File: config.mk
export PLATFORM = sky130hd
export DESIGN_NAME = dcache_snoop_responder
export DESIGN_NICKNAME = d
export VERILOG_FILES = /design/src/rtl/dcache_snoop_responder_pkg.sv /design/src/rtl/dcache_snoop_responder_tag_match.sv /design/src/rtl/dcache_snoop_responder.sv
export SDC_FILE = /design/constraint.sdc
export NUM_CORES = 1
export LEC_CHECK = 0
export BUFFER_PORTS_ARGS = -buffer_cell sky130_fd_sc_hd__clkbuf_2
export CAP_MARGIN = 20
export CORE_AREA = 10 10 120 122
export CTS_CLUSTER_SIZE = 16
export DETAILED_ROUTE_END_ITERATION = 8
export DIE_AREA = 0 0 130 132
export PLACE_DENSITY = 0.83
export SLEW_MARGIN = 10
export SYNTH_ARGS = -nofsm -noshare
export SYNTH_HDL_FRONTEND = slang
export SYNTH_SLANG_ARGS = --single-unit
export TNS_END_PERCENT = 50
File: constraint.sdc
create_clock -name CLK -period 3.8 [get_ports CLK]
set_clock_uncertainty 0.1 [all_clocks]
set_input_delay 0.19 -clock CLK [delete_from_list [all_inputs] [get_ports CLK]]
set_output_delay 0.19 -clock CLK [all_outputs]
set_load 0.02 [all_outputs]
File: src/rtl/dcache_snoop_responder_pkg.sv
// Shared types for the dcache snoop responder.
//  snoop_state_t : responder FSM state encoding (legacy-style localparam constants)
//  dcachef_t     : dcache byte-address breakdown for the default 8-set geometry
//  blk_word_addr : builds a forwarded word address from a block address and word select
package dcache_snoop_responder_pkg;

  typedef logic [2:0] snoop_state_t;

  localparam snoop_state_t IDLE  = 3'd0;
  localparam snoop_state_t LOOK  = 3'd1;
  localparam snoop_state_t RESP  = 3'd2;
  localparam snoop_state_t SEND0 = 3'd3;
  localparam snoop_state_t SEND1 = 3'd4;
  localparam snoop_state_t DRAIN = 3'd5;

  // Default geometry: 8 sets, 2-word blocks, 4-byte words.
  localparam int DCACHE_IDX_W = 3;
  localparam int DCACHE_TAG_W = 29 - DCACHE_IDX_W;

  typedef struct packed {
    logic [DCACHE_TAG_W-1:0] tag;
    logic [DCACHE_IDX_W-1:0] idx;
    logic                    blkoff;
    logic [1:0]              bytoff;
  } dcachef_t;

  // blk_addr is the byte address with its low three bits dropped.
  function automatic logic [31:0] blk_word_addr(input logic [28:0] blk_addr, input logic blk);
    return {blk_addr, blk, 2'b00};
  endfunction

endpackage

File: src/rtl/dcache_snoop_responder_tag_match.sv
// Combinational tag compare across all ways of one set.
//  tag        in   TAG_W        tag to look up
//  way_tag    in   WAYS*TAG_W   stored tags of the indexed set
//  way_valid  in   WAYS         valid bits of the indexed set
//  hit        out  1            some valid way holds the tag
//  way        out  WAY_W        matching way; lowest index wins if several match
module snoop_tag_match #(
  parameter int WAYS  = 2,
  parameter int TAG_W = 26,
  parameter int WAY_W = 1
) (
  input  logic [TAG_W-1:0]      tag,
  input  logic [WAYS*TAG_W-1:0] way_tag,
  input  logic [WAYS-1:0]       way_valid,
  output logic                  hit,
  output logic [WAY_W-1:0]      way
);

  always_comb begin
    hit = 1'b0;
    way = '0;
    // Scan downwards so the lowest matching way is the last one written.
    for (int w = WAYS - 1; w >= 0; w--) begin
      if (way_valid[w] && (way_tag[w*TAG_W +: TAG_W] == tag)) begin
        hit = 1'b1;
        way = WAY_W'(w);
      end
    end
  end

endmodule

File: src/rtl/dcache_snoop_responder.sv
// Cache-side snoop responder, one per L1 dcache.
// Looks up snooped addresses, updates MSI state bits and forwards a Modified block
// (two words) to the coherence controller, paced by dwait.
//  CLK, nRST                  clock, async active-low reset
//  ccwait, ccinv, ccsnoopaddr snoop request from the coherence controller
//  dwait                      low for one cycle when the forwarded word is consumed
//  snp_idx                    set index driven to the tag/data arrays
//  way_tag/valid/dirty/data   contents of the indexed set
//  snp_active                 responder owns cctrans/daddr/dstore this cycle
//  snp_cctrans                line held Modified, this cache supplies the data
//  snp_daddr, snp_dstore      forwarded word address/data
//  upd_en/way/valid/dirty     one-cycle write strobe into the state arrays
//  link_addr, link_valid      LL link register
//  link_clear                 pulse when a snoop invalidates the linked block
module dcache_snoop_responder
  import dcache_snoop_responder_pkg::*;
#(
  parameter  int SETS  = 8,
  parameter  int WAYS  = 2,
  localparam int IDX_W = $clog2(SETS),
  localparam int TAG_W = 29 - IDX_W,
  localparam int WAY_W = (WAYS > 1) ? $clog2(WAYS) : 1
) (
  input  logic                  CLK,
  input  logic                  nRST,
  input  logic                  ccwait,
  input  logic                  ccinv,
  input  logic [31:0]           ccsnoopaddr,
  input  logic                  dwait,
  output logic [IDX_W-1:0]      snp_idx,
  input  logic [WAYS*TAG_W-1:0] way_tag,
  input  logic [WAYS-1:0]       way_valid,
  input  logic [WAYS-1:0]       way_dirty,
  input  logic [WAYS*64-1:0]    way_data,
  output logic                  snp_active,
  output logic                  snp_cctrans,
  output logic [31:0]           snp_daddr,
  output logic [31:0]           snp_dstore,
  output logic                  upd_en,
  output logic [WAY_W-1:0]      upd_way,
  output logic                  upd_valid,
  output logic                  upd_dirty,
  input  logic [31:0]           link_addr,
  input  logic                  link_valid,
  output logic                  link_clear
);

  snoop_state_t     state_q, state_d;
  logic             hit_q, hit_d;
  logic [WAY_W-1:0] way_q, way_d;
  logic             mod_q, mod_d;
  logic [63:0]      data_q, data_d;
  logic             gap_q;

  logic [TAG_W-1:0] snp_tag;
  logic             lk_hit;
  logic [WAY_W-1:0] lk_way;
  logic             lk_dirty;
  logic [63:0]      lk_data;
  logic             link_match;

  // Byte/word offset bits never take part in the lookup.
  logic unused_bits;
  assign unused_bits = ^{link_addr[2:0], ccsnoopaddr[2:0]};

  assign snp_tag    = ccsnoopaddr[31:IDX_W+3];
  assign lk_dirty   = way_dirty[lk_way];
  assign lk_data    = way_data[int'(lk_way)*64 +: 64];
  assign link_match = link_valid && (link_addr[31:3] == ccsnoopaddr[31:3]);

  snoop_tag_match #(
    .WAYS  (WAYS),
    .TAG_W (TAG_W),
    .WAY_W (WAY_W)
  ) u_tag_match (
    .tag       (snp_tag),
    .way_tag   (way_tag),
    .way_valid (way_valid),
    .hit       (lk_hit),
    .way       (lk_way)
  );

  always_ff @(posedge CLK, negedge nRST) begin
    if (!nRST) begin
      state_q <= IDLE;
      hit_q   <= 1'b0;
      way_q   <= '0;
      mod_q   <= 1'b0;
      data_q  <= '0;
      gap_q   <= 1'b0;
    end else begin
      state_q <= state_d;
      hit_q   <= hit_d;
      way_q   <= way_d;
      mod_q   <= mod_d;
      data_q  <= data_d;
      // First SEND1 cycle is the controller's gap cycle; its dwait is not ours.
      gap_q   <= (state_q == SEND0);
    end
  end

  always_comb begin
    state_d     = state_q;
    hit_d       = hit_q;
    way_d       = way_q;
    mod_d       = mod_q;
    data_d      = data_q;
    snp_idx     = ccsnoopaddr[IDX_W+2:3];
    snp_active  = 1'b0;
    snp_cctrans = 1'b0;
    snp_daddr   = '0;
    snp_dstore  = '0;
    upd_en      = 1'b0;
    upd_way     = '0;
    upd_valid   = 1'b0;
    upd_dirty   = 1'b0;
    link_clear  = 1'b0;

    case (state_q)
      IDLE: begin
        if (ccwait) begin
          // A snoop takes priority over a coincident bare invalidate.
          state_d = LOOK;
        end else if (ccinv && lk_hit) begin
          upd_en     = 1'b1;
          upd_way    = lk_way;
          link_clear = link_match;
        end
      end

      LOOK: begin
        snp_active = 1'b1;
        if (!ccwait) begin
          state_d = IDLE;
        end else begin
          hit_d   = lk_hit;
          way_d   = lk_way;
          mod_d   = lk_hit && lk_dirty;
          data_d  = lk_data;
          state_d = RESP;
        end
      end

      RESP: begin
        snp_active  = 1'b1;
        snp_cctrans = mod_q;
        if (!ccwait) begin
          state_d = IDLE;
        end else if (mod_q) begin
          state_d = SEND0;
        end else begin
          if (hit_q && ccinv) begin
            upd_en     = 1'b1;
            upd_way    = way_q;
            link_clear = link_match;
          end
          state_d = DRAIN;
        end
      end

      SEND0: begin
        snp_active  = 1'b1;
        snp_cctrans = 1'b1;
        snp_daddr   = blk_word_addr(ccsnoopaddr[31:3], 1'b0);
        snp_dstore  = data_q[31:0];
        if (!dwait) state_d = SEND1;
      end

      SEND1: begin
        snp_active  = 1'b1;
        snp_cctrans = 1'b1;
        snp_daddr   = blk_word_addr(ccsnoopaddr[31:3], 1'b1);
        snp_dstore  = data_q[63:32];
        if (!gap_q && !dwait) begin
          // Data handed over: M -> I when the requester writes, otherwise M -> S.
          upd_en     = 1'b1;
          upd_way    = way_q;
          upd_valid  = !ccinv;
          link_clear = ccinv && link_match;
          state_d    = DRAIN;
        end
      end

      DRAIN: begin
        snp_active = 1'b1;
        if (!ccwait) state_d = IDLE;
      end

      default: state_d = IDLE;
    endcase
  end

endmodule

# Yosys cells after proc, flatten, opt, wreduce, memory -nomap -nowiden
# Index checks and enable logic that the tools add are counted.
# totals
ff_bits	71
# classes
n_lt_le_gt_ge	1
n_eq_ne	12
shifts	1
muxes	40
n_reduce_logical	16
# op_table
op	n
$pmux 32 s2	2
$shiftx 128x8->64	1
$eq 26x26->1	2
$eq 29x29->1	1
$mux 1	26
$mux 3	6
$pmux 3 s6	1
$pmux 1 s3	3
$logic_and 1x1->1	8
$ne 2x2->1 const B	4
$eq 3x2->1 const B	2
$eq 3x3->1 const B	2
$reduce_or 5->1	1
$reduce_and 4->1	1
$eq 3x1->1 const B	1
$logic_not 1->1	3
$logic_not 3->1	1
$lt 1x2->1 const B	1
$mux 2	1
$pmux 1 s2	1
$reduce_and 2->1	1
$reduce_or 2->1	1

# Depth between registers and ports, before layout
# logic_depth
depth_word	8
ltp_mapped	8
mapped_depth_nobuf	6

# Modules after synthesis
# A second synthesis with hierarchy kept.
# unflattened
cells_unflattened	524
hier_area_um2	4894.7
# by_module_without_submodules
mod	instances	cells_per_inst	area_per_inst_um2	seq_area_each_um2
dcache_snoop_responder	1	452	4319.1	1776.7
snoop_tag_match	1	72	575.6	0.0

# Least setup slack after synthesis
# No wires, ideal clock.
# synth_timing
path_kind	input-to-output
start	input port ccsnoopaddr[24]
end	output port upd_way
arrival_time_ps	2010
required_time_ps	3510
slack_ps	1500
path_stages	7
path_cell_list	xnor2_1 nand4_1 or4_4 a2111oi_4 buf_2 nand4_1 o21ai_1
# synth_via
elab_chain_cells	8
elab_cells_between_ends	11
classes_between	2 x eq/ne; 6 x mux; 3 x reduce/logical
# synth_rtl
item	line	text
from (decl)	dcache_snoop_responder.sv:28	input logic [31:0] ccsnoopaddr,
$eq 26x26->1	dcache_snoop_responder_tag_match.sv:24	if (way_valid[w] && (way_tag[w*TAG_W +: TAG_W] == tag)) begin
$logic_and 1x1->1	dcache_snoop_responder_tag_match.sv:24	
$mux 1 (2 in a row)	dcache_snoop_responder_tag_match.sv:24	
$logic_and 1x1->1	dcache_snoop_responder.sv:124	end else if (ccinv && lk_hit) begin
$mux 1 (*)	dcache_snoop_responder.sv:124	
$mux 1 (*)	dcache_snoop_responder.sv:121	if (ccwait) begin
$pmux 1 s3 (*)	dcache_snoop_responder.sv:119	case (state_q)
to (decl)	dcache_snoop_responder.sv:40	output logic [WAY_W-1:0] upd_way,
# Every way passes the cells marked *; elsewhere a longest branch is shown, timed or not.

# Worst setup path in the final report
# layout_timing
start	input port ccsnoopaddr[6]
end	output port upd_way
# Same word-level chain as after synthesis.

==> metrics <==
final critical delay including setup and external delays=roughly 2.8 ns; pin count of the biggest net entering global routing=93; reported max-cap violation count=0; list of cells traversed by the critical path=clkbuf_2 > xnor2_1 > nand4_1 > or4_4 > a2111oi_4 > buf_12 > nand4_1 > o21ai_1 > clkbuf_2; worst hold slack=0.0636 ns; Slew @ Worst Pin=0.901 ns; Worst path slowest cell=sky130_fd_sc_hd__or4_4; top cell type's share of synthesized area=36.9%; post-layout worst setup margin=0.987 ns; die width=130 um; most used cells in the layout excluding fill and tap cells=sky130_fd_sc_hd__clkbuf_2, sky130_fd_sc_hd__nor2_1, sky130_fd_sc_hd__dfrtp_1; Longest Clk Path Bufs=2; post-route core utilization=56.9%; final period utilization=between 70% and 80%; antenna-violating nets left=0; share of cells above drive strength 1=41.4%; gp weighted congestion=~0.93; vias after detailed routing=4,964; WS Path Type=input port to output port; cell depth of the worst hold path=3; global router's overall resource usage=roughly a fifth; final-layout fill cell count=1,090; htree depth=3; sequential element share of the synthesized area=~37%; Worst Reg-to-Reg Cells=4; Placed Instances=958; syn avg cell area=9.20 um^2; placeable core region=about 12,000 um^2; number of setup buffers added after CTS=0; count of state elements after synthesis=71; clock latency at the later pin of the worst-skew pair=0.32 ns; global-route congestion overflow total=0; Pins Over Slew Limit=0; DR iter-0 viols=206; Post-Route Setup TNS=0 ns; Hold Crit Class=input port to flip-flop; Cells after Synth=523; Worst setup EP type=output port; final instance area=6780 um^2; number of iterations in the first detailed-routing pass=4; final hold viol count=0; wire length after detailed routing=18,700 um; number of port buffers=318; average wire length per cell after detail routing=19.1 um; vias in the first global route=between 5k and 6k; buffer cell driving the clock tree root=sky130_fd_sc_hd__clkbuf_16; Syn. warnings=0; total CTS buffers=9; floorplan row count=40; Top Ports=about 330; # clock sinks=between 70 and 80; non-filler cells in the finished layout=977; total of endpoints with negative setup slack in the final report=0; area delta synth->final=40.9%; clock transition at the register clock pins on the worst setup and hold paths after CTS=0.06 ns; post-detailed-placement cell area=6470 um^2; Max stage delay on crit path=0.56 ns; # nets final=about 1.1k; Worst Path Arrival=2.52 ns; unrepaired setup endpoints after global routing=false; routed via count divided by cell count=5.08; minimum setup slack after placement=about 0.96 ns; P_leak=around 3.2 nW; netlist area before placement=between 4000 and 5000 um^2; drt drc=0; type of element launching the critical path=input port; most common cell after layout, fill and taps aside=sky130_fd_sc_hd__clkbuf_2; first-pass GRT wire length=~28,000 um; number of antenna violations at the first check in global routing=3; placed wire-length estimate=between 15,000 and 20,000 um; status=complete, no violations; largest fanout of any net on the critical path=36; clock tree from TritonCTS=done; top achievable clock speed=356 MHz; WP data required=3.51 ns; floorplan die area=17,200 um^2; cell type contributing the most total cell area after synthesis=sky130_fd_sc_hd__dfrtp_1; Die Height=between 100 and 150 um; relative max-transition margin=39.9%; Power Density=roughly 590 nW/um^2; most area-consuming cells after synthesis=sky130_fd_sc_hd__dfrtp_1, sky130_fd_sc_hd__mux2i_1, sky130_fd_sc_hd__xnor2_1, sky130_fd_sc_hd__a21oi_1, sky130_fd_sc_hd__a22o_1; starting density of the core=40.4%; Unique masters post-synth=35; worst ir drop on vdd=380 uV; Final Power=4.01 mW
## repair_timing
item,in CTS,in global routing
gates resized for setup,0,0
endpoints found under the hold margin,71,0
hold buffers,1,0
## flip-flops by register name (all words and copies together), names as in the netlist
name / flops
state_q: 3
gap_q: 1
data_q: 64
mod_q: 1
way_q: 1
hit_q: 1
## logic make-up after synthesis
family          after synthesis  share of synthesized area [%]
mux                          64                           13.3
other cells                   1                         0.0779
flops                        71                           36.9
xor+xnor                     81                           14.7
compound gates              115                           15.4
buf+inv                      43                           4.63
simple gates                148                           14.9
## power by group
part	internal [mW]	switching, mW
clock network	0.522	0.317
registers	1.12	0.224
logic	0.712	1.12
## worst paths after layout
check,start,slack (ns),endpoint
setup / recovery,ccsnoopaddr[6],0.99,upd_way
hold / removal,way_data[53],0.06,data_q[53]$_DFFE_PN0P_
setup reg to reg,state_q[0]$_DFFE_PN0P_,1.83,data_q[47]$_DFFE_PN0P_
hold reg to reg,way_q$_DFFE_PN0P_,0.42,way_q$_DFFE_PN0P_
max in group asynchronous,nRST,2.58,way_q$_DFFE_PN0P_
min in group asynchronous,nRST,0.43,data_q[21]$_DFFE_PN0P_
## Yosys cell counts (all sizes together)
cell / number
buf: 16
mux2i: 64
o2111ai: 1
conb: 1
nor3: 5
clkbuf: 22
inv: 5
dfrtp: 71
nor4: 7
nand2b: 1
or4: 1
or3: 1
nand4: 17
nor2b: 2
and3: 1
nor2: 71
nand3: 2
a2111oi: 2
a21oi: 70
nand2: 10
xnor2: 64
and2: 30
a221oi: 1
a32oi: 1
o21ai: 5
a22o: 32
a22oi: 1
a31oi: 1
xor2: 17
o221ai: 1
## worst max-delay path, delay by kind of cell
kind	cells	cell delay, ns
xor+xnor	1	0.29
buf+inv	3	0.65
simple gates	3	0.82
compound gates	2	0.57
## layout make-up
class	instances	area, um^2	share of cell area [%]
clock buffer	10	239	3.52
tap	147	184	2.71
inverter	5	18.8	0.277
sequential	71	1780	26.2
clock inverter	5	56.3	0.830
antenna	3	7.51	0.111
timing repair buffer	325	1670	24.7
multi-input combinational	411	2830	41.7
## per-layer routing
layer / up-vias / share of wire, % / global-route usage, %
met5: - / 0 / 0
met2: 226 / 49 / 34.6
met1: 2264 / 38 / 22.5
met4: 0 / 3.9 / 10.3
li1: 2440 / - / -
met3: 34 / 9.1 / 6.60
No activity file was read; power rests on OpenSTA's default activity.
